===== config.mk =====
export PLATFORM = sky130hd
export DESIGN_NAME = sa_result_drain
export DESIGN_NICKNAME = d
export VERILOG_FILES = /design/src/rtl/sa_pkg.sv /design/src/rtl/sa_result_drain.sv
export SDC_FILE = /design/constraint.sdc
export NUM_CORES = 1
export LEC_CHECK = 0
export ABC_CLOCK_PERIOD_IN_PS = 7650
export BUFFER_PORTS_ARGS = -buffer_cell sky130_fd_sc_hd__clkbuf_2
export CORE_UTILIZATION = 59
export CTS_CLUSTER_DIAMETER = 200
export DETAILED_ROUTE_END_ITERATION = 6
export PLACE_DENSITY_LB_ADDON = 0.12
export SETUP_SLACK_MARGIN = 0.4
export SLEW_MARGIN = 20
export SYNTH_ARGS = -nofsm -noshare
export SYNTH_HDL_FRONTEND = slang
export SYNTH_SLANG_ARGS = --single-unit

===== constraint.sdc =====
create_clock -name clk -period 7.65 [get_ports clk]
set_clock_uncertainty 0.2 [all_clocks]
set_input_delay 2.295 -clock clk [delete_from_list [all_inputs] [get_ports clk]]
set_output_delay 2.295 -clock clk [all_outputs]
set_load 0.02 [all_outputs]

===== src/rtl/sa_pkg.sv =====
// Shared definitions for the systolic-array core and its result drain.
package sa_pkg;

  localparam int SA_OUTWIDTH = 32;

  typedef enum logic [0:0] {
    DRAIN_IDLE = 1'b0,
    DRAIN_SEND = 1'b1
  } drain_state_t;

  // Index width for an n-entry array, never narrower than one bit.
  function automatic int idx_w(input int n);
    return (n <= 2) ? 1 : $clog2(n);
  endfunction

endpackage


===== src/rtl/sa_result_drain.sv =====
// Captures a full row of column results from the systolic core into a shadow
// buffer, releases the core with outread, and streams the row out word by word.
module sa_result_drain
  import sa_pkg::*;
#(
  parameter int ROWS     = 8,
  parameter int OUTWIDTH = SA_OUTWIDTH,
  parameter int TIMEOUT  = 1024,
  parameter int CNTW     = 16
) (
  input  logic                     clk,
  input  logic                     rstn,
  input  logic [OUTWIDTH-1:0]      routport [0:ROWS-1],
  input  logic [0:ROWS-1]          rvalidport,
  output logic                     outread,
  output logic [OUTWIDTH-1:0]      m_data,
  output logic [idx_w(ROWS)-1:0]   m_col,
  output logic                     m_last,
  output logic                     m_valid,
  input  logic                     m_ready,
  output logic                     busy,
  output logic                     err_partial,
  output logic [CNTW-1:0]          tiles_done,
  output drain_state_t             dbg_state
);

  // Stream handshake: a beat transfers on a rising clk edge where m_valid and
  // m_ready are both high; while m_valid is high and m_ready low, m_data,
  // m_col and m_last hold and m_valid is not withdrawn.

  localparam int COLW = idx_w(ROWS);
  localparam int WDW  = $clog2(TIMEOUT + 1);
  localparam logic [COLW-1:0] LAST_COL = COLW'(ROWS - 1);
  localparam logic [WDW-1:0]  WD_MAX   = WDW'(TIMEOUT);

  generate
    if (ROWS < 2) begin : g_rows_check
      $error("sa_result_drain: ROWS must be at least 2");
    end
  endgenerate

  drain_state_t        state;
  logic [OUTWIDTH-1:0] shadow [0:ROWS-1];
  logic [WDW-1:0]      wd_cnt;
  logic                all_valid;
  logic                partial;
  logic [COLW-1:0]     next_col;

  assign all_valid = &rvalidport;
  assign partial   = (|rvalidport) && !all_valid;
  assign next_col  = m_col + 1'b1;
  assign dbg_state = state;

  always_ff @(posedge clk or negedge rstn) begin
    if (!rstn) begin
      state       <= DRAIN_IDLE;
      outread     <= 1'b0;
      m_valid     <= 1'b0;
      m_data      <= '0;
      m_col       <= '0;
      m_last      <= 1'b0;
      busy        <= 1'b0;
      err_partial <= 1'b0;
      tiles_done  <= '0;
      wd_cnt      <= '0;
      for (int i = 0; i < ROWS; i++) shadow[i] <= '0;
    end else begin
      outread <= 1'b0;
      case (state)
        DRAIN_IDLE: begin
          if (all_valid) begin
            // Column 0 is presented straight from the capture so it appears
            // in the first SEND cycle.
            shadow  <= routport;
            outread <= 1'b1;
            m_valid <= 1'b1;
            m_data  <= routport[0];
            m_col   <= '0;
            m_last  <= 1'b0;
            busy    <= 1'b1;
            wd_cnt  <= '0;
            state   <= DRAIN_SEND;
          end else if (partial) begin
            if (wd_cnt < WD_MAX) begin
              wd_cnt <= wd_cnt + 1'b1;
              if (wd_cnt == WD_MAX - 1'b1) err_partial <= 1'b1;
            end
          end else begin
            wd_cnt <= '0;
          end
        end
        DRAIN_SEND: begin
          wd_cnt <= '0;
          if (m_valid && m_ready) begin
            if (m_col == LAST_COL) begin
              m_valid    <= 1'b0;
              m_last     <= 1'b0;
              busy       <= 1'b0;
              tiles_done <= tiles_done + 1'b1;
              state      <= DRAIN_IDLE;
            end else begin
              m_col  <= next_col;
              m_data <= shadow[next_col];
              m_last <= (next_col == LAST_COL);
            end
          end
        end
        default: state <= DRAIN_IDLE;
      endcase
    end
  end

endmodule


==> insert_results.sql, run 1 <==
INSERT INTO impl_metrics (metric_group, metric, value, unit) VALUES
('clock_tree', 'clock_pin_transition_on_the_worst_setup_and_hold_timing_paths', '0.06', 'ns'),
('placement', 'number_of_buffers_added_on_ports', '323', ''),
('final_layout', 'final_area', '17200', 'µm²'),
('worst_setup_path', 'timing.critical_path.cells', 'clkbuf_2 > nand4_1 > or3_4 > clkinv_8 > buf_4 > nand2_1 > nand2_1', ''),
('global_route', 'grt_usage', '29.5', '%'),
('global_route', 'largest_net_degree_at_the_start_of_global_routing', '211', ''),
('final_layout', 'multi_input_area', '5850', 'µm²'),
('yosys', 'syn-mean-instance-area', '9.83', 'µm²'),
('global_route', 'first_pass_grt_wire_length', '59.2', 'mm'),
('timing', 'final-setup-viol-count', '0', ''),
('yosys', 'synth.top_cells.by_count', 'sky130_fd_sc_hd__nand2_1, sky130_fd_sc_hd__dfrtp_1, sky130_fd_sc_hd__mux4_2, sky130_fd_sc_hd__nor2_1, sky130_fd_sc_hd__buf_6', ''),
('timing', 'timing.slew.headroom', '29.8', '%'),
('worst_setup_path', 'maximum_net_fanout_on_the_critical_path', '210', ''),
('run_status', 'outcome', 'completed', ''),
('worst_setup_path', 'critPathCaptureType', 'register', ''),
('worst_setup_path', 'timing.critical_path.buf_inv', '3', ''),
('yosys', 'yosys_warnings', '0', ''),
('yosys', 'share_of_flip_flops_with_an_asynchronous_set_or_reset', '100', '%'),
('timing', 'whs', '0.268', 'ns'),
('timing', 'final_hold_viol_count', '0', ''),
('worst_setup_path', 'required', '7.84', 'ns'),
('clock_tree', 'number_of_resized_instances_in_the_post_cts_repair_step', '0', ''),
('floorplan', 'floorplan.die_area', '25500', 'µm²'),
('placement', 'post_dp_hpwl', '23.4', 'mm'),
('routing', 'wl', '36.3', 'mm'),
('clock_tree', 'cts_inserted_buffers', '35', ''),
('worst_hold_path', 'hp-class', 'register to register', ''),
('yosys', 'synth_cells', '1495', ''),
('clock_tree', 'cts_num_sinks', '323', ''),
('final_layout', 'seq_area', '8090', 'µm²'),
('clock_tree', 'cts_buffer_depth', '3', ''),
('clock_tree', 'cts-hold-fix-buffers', '0', ''),
('yosys', 'synth_largest_type_area_fraction', '55.0', '%'),
('global_route', 'grt_remaining_overflow', '0', ''),
('routing', 'count_of_nets_left_with_antenna_violations_after_detail_routing', '0', ''),
('yosys', 'synth-seq-cells', '323', ''),
('routing', 'via_per_inst', '5.32', ''),
('worst_hold_path', 'hold_path_depth', '2', ''),
('yosys', 'synth.yosys.seq_area_share', '55.0', '%'),
('timing', 'timing_max_transition_violations_final', '0', ''),
('worst_setup_path', 'path_common_cell', 'sky130_fd_sc_hd__nand2_1', ''),
('global_route', 'number_of_antenna_violations_at_the_first_check_in_global_routing', '5', ''),
('yosys', 'yosysTopAreaCell', 'sky130_fd_sc_hd__dfrtp_1', ''),
('routing', 'via_count', '11300', ''),
('yosys', 'synth_top_cells_by_area', 'sky130_fd_sc_hd__dfrtp_1, sky130_fd_sc_hd__nand2_1, sky130_fd_sc_hd__mux4_2', ''),
('worst_setup_path', 'kind_of_cell_adding_the_most_delay_to_the_critical_path', 'buffers and inverters', ''),
('timing', 'layout_worst_path_cycle_share', '60.5', '%'),
('worst_setup_path', 'worst_setup_sp_type', 'input pin', ''),
('floorplan', 'io_pins', '324', ''),
('floorplan', 'die_height', '160', 'µm'),
('run', 'maximum_capacitance_violations', '0', ''),
('worst_setup_path', 'cpMaxStageDelayCell', 'sky130_fd_sc_hd__clkinv_8', ''),
('timing', 'setup-tns-final', '0', 'ns'),
('global_route', 'grt_pass1_vias', '11500', ''),
('yosys', 'ys.flop_type', 'sky130_fd_sc_hd__dfrtp_1', ''),
('power', 'ir_worst_vdd', '231', 'µV'),
('final_layout', 'final_layout_size_suffix_gt1_share', '25.6', '%'),
('placement', 'gp_congestion', '0.817', ''),
('worst_setup_path', 'timing.critical_path.slowest_cell_delay', '0.63', 'ns'),
('timing', 'post-route-min-period', '4.63', 'ns'),
('routing', 'avgRoutedWirePerCell', '17.1', 'µm'),
('yosys', 'syn_nets', '1767', ''),
('routing', 'detail_route.drc_violations', '0', ''),
('yosys', 'number_of_synthesized_flops_with_an_enable_pin', '0', ''),
('worst_setup_path', 'critical_path_arrival', '4.81', 'ns'),
('yosys', 'post_synth_instance_area', '14700', 'µm²'),
('floorplan', 'start_util', '60.2', '%'),
('placement', 'detailed_place.area', '16100', 'µm²'),
('yosys', 'synthDistinctLibCells', '41', ''),
('final_layout', 'fill_cells', '1900', ''),
('floorplan', 'die_width', '160', 'µm');
==> flip-flops by register name, summed over array words and instances, names as in the netlist <==
name and count:
m_col 3, busy 1, shadow 256, tiles_done 16
m_last 1, err_partial 1, outread 1, dbg_state 1
m_data 32, wd_cnt 11
==> layout by cell type (no fill, tap or decap), drive strengths merged, types with 2 or more instances in the layout <==
cell	instances
a21oi	2
a22oi	30
a31oi	31
and3	5
buf	9
bufinv	2
clkbuf	374
clkinv	6
dfrtp	323
diode	4
ha	5
inv	7
mux2	2
mux2i	3
mux4	63
nand2	782
nand2b	31
nand3	15
nand4	5
nor2	47
nor2b	2
nor3	3
nor4	5
o211ai	2
o21ai	3
or3	2
xnor2	14
xor2	10
==> per-stage QoR <==
step                      cells  setup WS, ns
after floorplan            1495          3.97
after global placement     2057          2.47
after detailed placement   2057          2.45
after CTS                  2116          2.94
after global routing       2120          2.91
final                      2120          3.02
==> worst reg2reg max path, stage by stage, from the launching register on <==
cell and delay (ns):
sky130_fd_sc_hd__dfrtp_2 0.97, sky130_fd_sc_hd__or3_4 0.64, sky130_fd_sc_hd__clkinv_8 0.65, sky130_fd_sc_hd__buf_4 0.84, sky130_fd_sc_hd__nand2_1 0.15, sky130_fd_sc_hd__nand2_1 0.06
==> routing by layer <==
layer / GRT usage, % / share of wire [%]
met1: 39.8 / 42
met5: 0 / 0.036
met2: 47.0 / 47
met3: 5.87 / 6.9
met4: 12.6 / 4.2
==> kinds of logic (layout without fill, tap and decap cells) <==
| kind of cell | Yosys count | in the layout | synth area share, % |
|---|---|---|---|
| buffers and inverters | 101 | 398 | 5.46 |
| flip-flops | 323 | 323 | 55.0 |
| AO/OA/AOI/OAI | 73 | 73 | 3.47 |
| adder cells (fa/ha/maj) | 5 | 5 | 0.426 |
| XOR/XNOR | 24 | 24 | 1.43 |
| multiplexers | 68 | 68 | 10.0 |
| AND/OR/NAND/NOR | 901 | 901 | 24.2 |
| other | 0 | 4 | 0 |
==> report_power, final <==
| group | internal, mW | switching, mW | leakage, nW |
|---|---|---|---|
| clock | 1.01 | 0.657 | 0.558 |
| sequential | 1.91 | 0.168 | 4.36 |
| combinational | 0.472 | 0.587 | 4.50 |
| total | 3.39 | 1.41 | 9.41 |
==> layout make-up <==
class | count | share of cell area (%)
diodes | 4 | 0.0581
clock buffers | 52 | 6.05
clock inverters | 7 | 0.494
inverters | 8 | 0.247
multi-input cells | 1071 | 33.9
flip-flops and latches | 323 | 47.0
well taps | 324 | 2.35
repair buffers | 331 | 9.89
==> final timing paths <==
check                      slack, ns          to     startpoint
setup / recovery                3.02  shadow[25]  rvalidport[4]
hold reg to reg                 0.27  shadow[92]     shadow[92]
hold / removal                  0.27  shadow[92]     shadow[92]
min in group asynchronous       1.63  shadow[53]           rstn
max in group asynchronous       4.25   dbg_state           rstn
setup reg to reg                4.03  shadow[25]      dbg_state
No activity file was read; power rests on OpenSTA's default activity.
==> inputs of run 2 (changes only) <==
--- a/config.mk
+++ b/config.mk
@@ -5,9 +5,9 @@
 export SDC_FILE = /design/constraint.sdc
 export NUM_CORES = 1
 export LEC_CHECK = 0
-export ABC_CLOCK_PERIOD_IN_PS = 7650
+export ABC_CLOCK_PERIOD_IN_PS = 3700
 export BUFFER_PORTS_ARGS = -buffer_cell sky130_fd_sc_hd__clkbuf_2
-export CORE_UTILIZATION = 59
+export CORE_UTILIZATION = 49
 export CTS_CLUSTER_DIAMETER = 200
 export DETAILED_ROUTE_END_ITERATION = 6
 export PLACE_DENSITY_LB_ADDON = 0.12
==> constraint.sdc (replaced) <==
create_clock -name clk -period 3.7 [get_ports clk]
set_clock_uncertainty 0.2 [all_clocks]
set_input_delay 1.11 -clock clk [delete_from_list [all_inputs] [get_ports clk]]
set_output_delay 1.11 -clock clk [all_outputs]
set_load 0.02 [all_outputs]
==> run 2 against run 1 <==
Against the previous run: worst hold slack about the same; global-route usage fell by 3.9 points; sequential share of layout area fell by 1.2 points; wire length increased by 3.8%; power increased by 110%; cell count rose by 4.0%; critical path depth fell by 6; setup slack worse by 2.1 ns; core utilization fell by 11 points; cell area rose by 2.6%; clock power is 120% higher; sequential power grew 110%; critical endpoint is now dbg_state; largest cell class unchanged; highest routed layer is now met4.
==> insert_results.sql, run 2 (same netlist as run 1, synthesis figures left out) <==
INSERT INTO impl_metrics (metric_group, metric, value, unit) VALUES
('timing', 'timing_max_transition_violations_final', '0', ''),
('floorplan', 'row_count', '63', ''),
('clock_tree', 'clock_latency', '0.52', 'ns'),
('floorplan', 'die_width', '175', 'µm'),
('run', 'maximum_capacitance_violations', '0', ''),
('worst_setup_path', 'timing.critical_path.cells', 'clkbuf_2', ''),
('global_route', 'grt_pass1_vias', '11500', ''),
('clock_tree', 'clock_pin_transition_on_the_worst_setup_and_hold_timing_paths', '0.06', 'ns'),
('clock_tree', 'cts_inserted_buffers', '36', ''),
('routing', 'detail_route.first_pass.iterations', '5', ''),
('worst_setup_path', 'critPathCaptureType', 'output pin', ''),
('timing', 'post-route-min-period', '2.76', 'ns'),
('routing', 'met3_length', '2.26', 'mm'),
('timing', 'max_clock_freq', '362', 'MHz'),
('timing', 'timing.slew.headroom', '54.1', '%'),
('final_layout', 'layout_commonest_cell', 'sky130_fd_sc_hd__nand2_1', ''),
('worst_setup_path', 'path_class', 'register to output pin', ''),
('placement', 'gp_congestion', '0.831', ''),
('global_route', 'number_of_antenna_violations_at_the_first_check_in_global_routing', '1', ''),
('worst_setup_path', 'critical_path_arrival', '1.45', 'ns'),
('clock_tree', 'cts_num_sinks', '323', ''),
('final_layout', 'top_regs', 'shadow: 256 flops, m_data: 32 flops, tiles_done: 16 flops', ''),
('global_route', 'grt_remaining_overflow', '0', ''),
('routing', 'detail_route.drc_violations', '0', ''),
('global_route', 'grt_usage', '25.6', '%'),
('routing', 'drt_first_iter_violations', '799', ''),
('floorplan', 'fp.coreArea', '29600', 'µm²'),
('final_layout', 'final_layout_size_suffix_gt1_share', '26.7', '%'),
('power', 'power_density', '578', 'nW/µm²'),
('global_route', 'first_pass_grt_wire_length', '61.4', 'mm'),
('timing', 'final_hold_viol_count', '0', ''),
('routing', 'drt-met1-wl', '16.4', 'mm'),
('routing', 'avgRoutedWirePerCell', '17.1', 'µm'),
('timing', 'setup-tns-final', '0', 'ns'),
('floorplan', 'die_height', '175', 'µm'),
('final_layout', 'finalNetCount', '2062', ''),
('routing', 'via_count', '11300', ''),
('final_layout', 'syn2layout_area_growth', '20.2', '%'),
('worst_hold_path', 'hold_path_depth', '2', ''),
('global_route', 'largest_net_degree_at_the_start_of_global_routing', '261', ''),
('routing', 'wl_met2', '18.4', 'mm'),
('routing', 'maxUsedRoutingLayer', 'met4', ''),
('clock_tree', 'ctsRootBufferMaster', 'sky130_fd_sc_hd__clkbuf_16', ''),
('timing', 'final-setup-viol-count', '0', ''),
('final_layout', 'largest_register_ff_count', '256', ''),
('worst_setup_path', 'worst_setup_sp_type', 'register', ''),
('worst_setup_path', 'required', '2.39', 'ns'),
('timing', 'layout_worst_path_cycle_share', '74.6', '%'),
('worst_hold_path', 'hp-class', 'register to register', ''),
('clock_tree', 'cts-hold-fix-buffers', '0', ''),
('final_layout', 'antenna-diode-count', '0', ''),
('power', 'totalPowerFinal', '10.2', 'mW'),
('worst_setup_path', 'cpMaxStageDelayCell', 'sky130_fd_sc_hd__dfrtp_2', ''),
('worst_setup_path', 'reg2regPathDepth', '6', ''),
('timing', 'whs', '0.269', 'ns'),
('worst_setup_path', 'path_depth', '1', ''),
('floorplan', 'io_pins', '324', ''),
('floorplan', 'floorplan.die_area', '30700', 'µm²'),
('timing', 'tightest_slew', '0.689', 'ns'),
('routing', 'wl', '37.7', 'mm'),
('clock_tree', 'cts_tree', 'built', ''),
('worst_setup_path', 'timing.critical_path.buf_inv', '1', ''),
('floorplan', 'start_util', '49.7', '%'),
('clock_tree', 'postCtsSetupBuffers', '0', ''),
('power', 'ir_worst_vdd', '443', 'µV'),
('clock_tree', 'ctsHtreeMaxLevel', '2', ''),
('final_layout', 'registers.top_by_ff_count', 'shadow', ''),
('worst_setup_path', 'kind_of_cell_adding_the_most_delay_to_the_critical_path', 'flip-flops', ''),
('run_status', 'outcome', 'completed', ''),
('final_layout', 'fill_cells', '2639', ''),
('clock_tree', 'number_of_resized_instances_in_the_post_cts_repair_step', '0', ''),
('clock_tree', 'cts_buffer_depth', '3', ''),
('power', 'p_leak', '9.60', 'nW'),
('placement', 'post_dp_hpwl', '25.4', 'mm'),
('worst_setup_path', 'maximum_net_fanout_on_the_critical_path', '20', ''),
('final_layout', 'layout_common_cells', 'sky130_fd_sc_hd__nand2_1, sky130_fd_sc_hd__clkbuf_2, sky130_fd_sc_hd__dfrtp_1', ''),
('routing', 'via_per_inst', '5.14', ''),
('placement', 'number_of_buffers_added_on_ports', '323', ''),
('worst_setup_path', 'timing.critical_path.slowest_cell_delay', '0.68', 'ns'),
('routing', 'count_of_nets_left_with_antenna_violations_after_detail_routing', '0', ''),
('timing', 'grt_setup_unrepaired', 'no', '');
## run 2: per-stage QoR
step                      setup slack (ns)  cell area (µm²)  cells  utilization, %
after floorplan                      0.991            14700   1495               -
after global placement               0.584            16400   2141            55.6
after detailed placement             0.544            16400   2141            55.6
after CTS                            0.901            17600   2204            59.7
after global routing                 0.762            17700   2205            59.8
final                                0.941            17700   2205            59.8
## run 2: layout make-up
type / count / area (µm²) / share of cell area (%)
timing repair buffer: 350 / 2010 / 11.4
sequential: 323 / 8090 / 45.8
clock buffer: 50 / 1040 / 5.91
inverter: 8 / 37.5 / 0.212
multi-input combinational: 1071 / 5850 / 33.1
clock inverter: 13 / 148 / 0.836
tap: 390 / 488 / 2.76
## run 2: worst paths after layout
path                       startpoint         end  slack, ns
hold reg to reg            shadow[76]  shadow[76]       0.27
setup reg to reg             m_col[0]  m_data[30]       0.95
hold / removal             shadow[76]  shadow[76]       0.27
max in group asynchronous        rstn  shadow[77]       2.15
setup / recovery            dbg_state   dbg_state       0.94
min in group asynchronous        rstn  shadow[52]       0.35
## run 2: power breakdown
group	switching (mW)	internal (mW)	total, mW	leakage (nW)
registers	0.315	3.95	4.27	4.36
logic	1.29	1.05	2.33	4.65
clock network	1.43	2.18	3.61	0.596
total	3.03	7.18	10.2	9.60
## run 2: layer usage
metal  vias to the layer above  track usage [%]
li1                       5428                -
met1                      5525             35.8
met2                       342             41.6
met3                        49             4.57
met4                         0             6.45
met5                         -                0
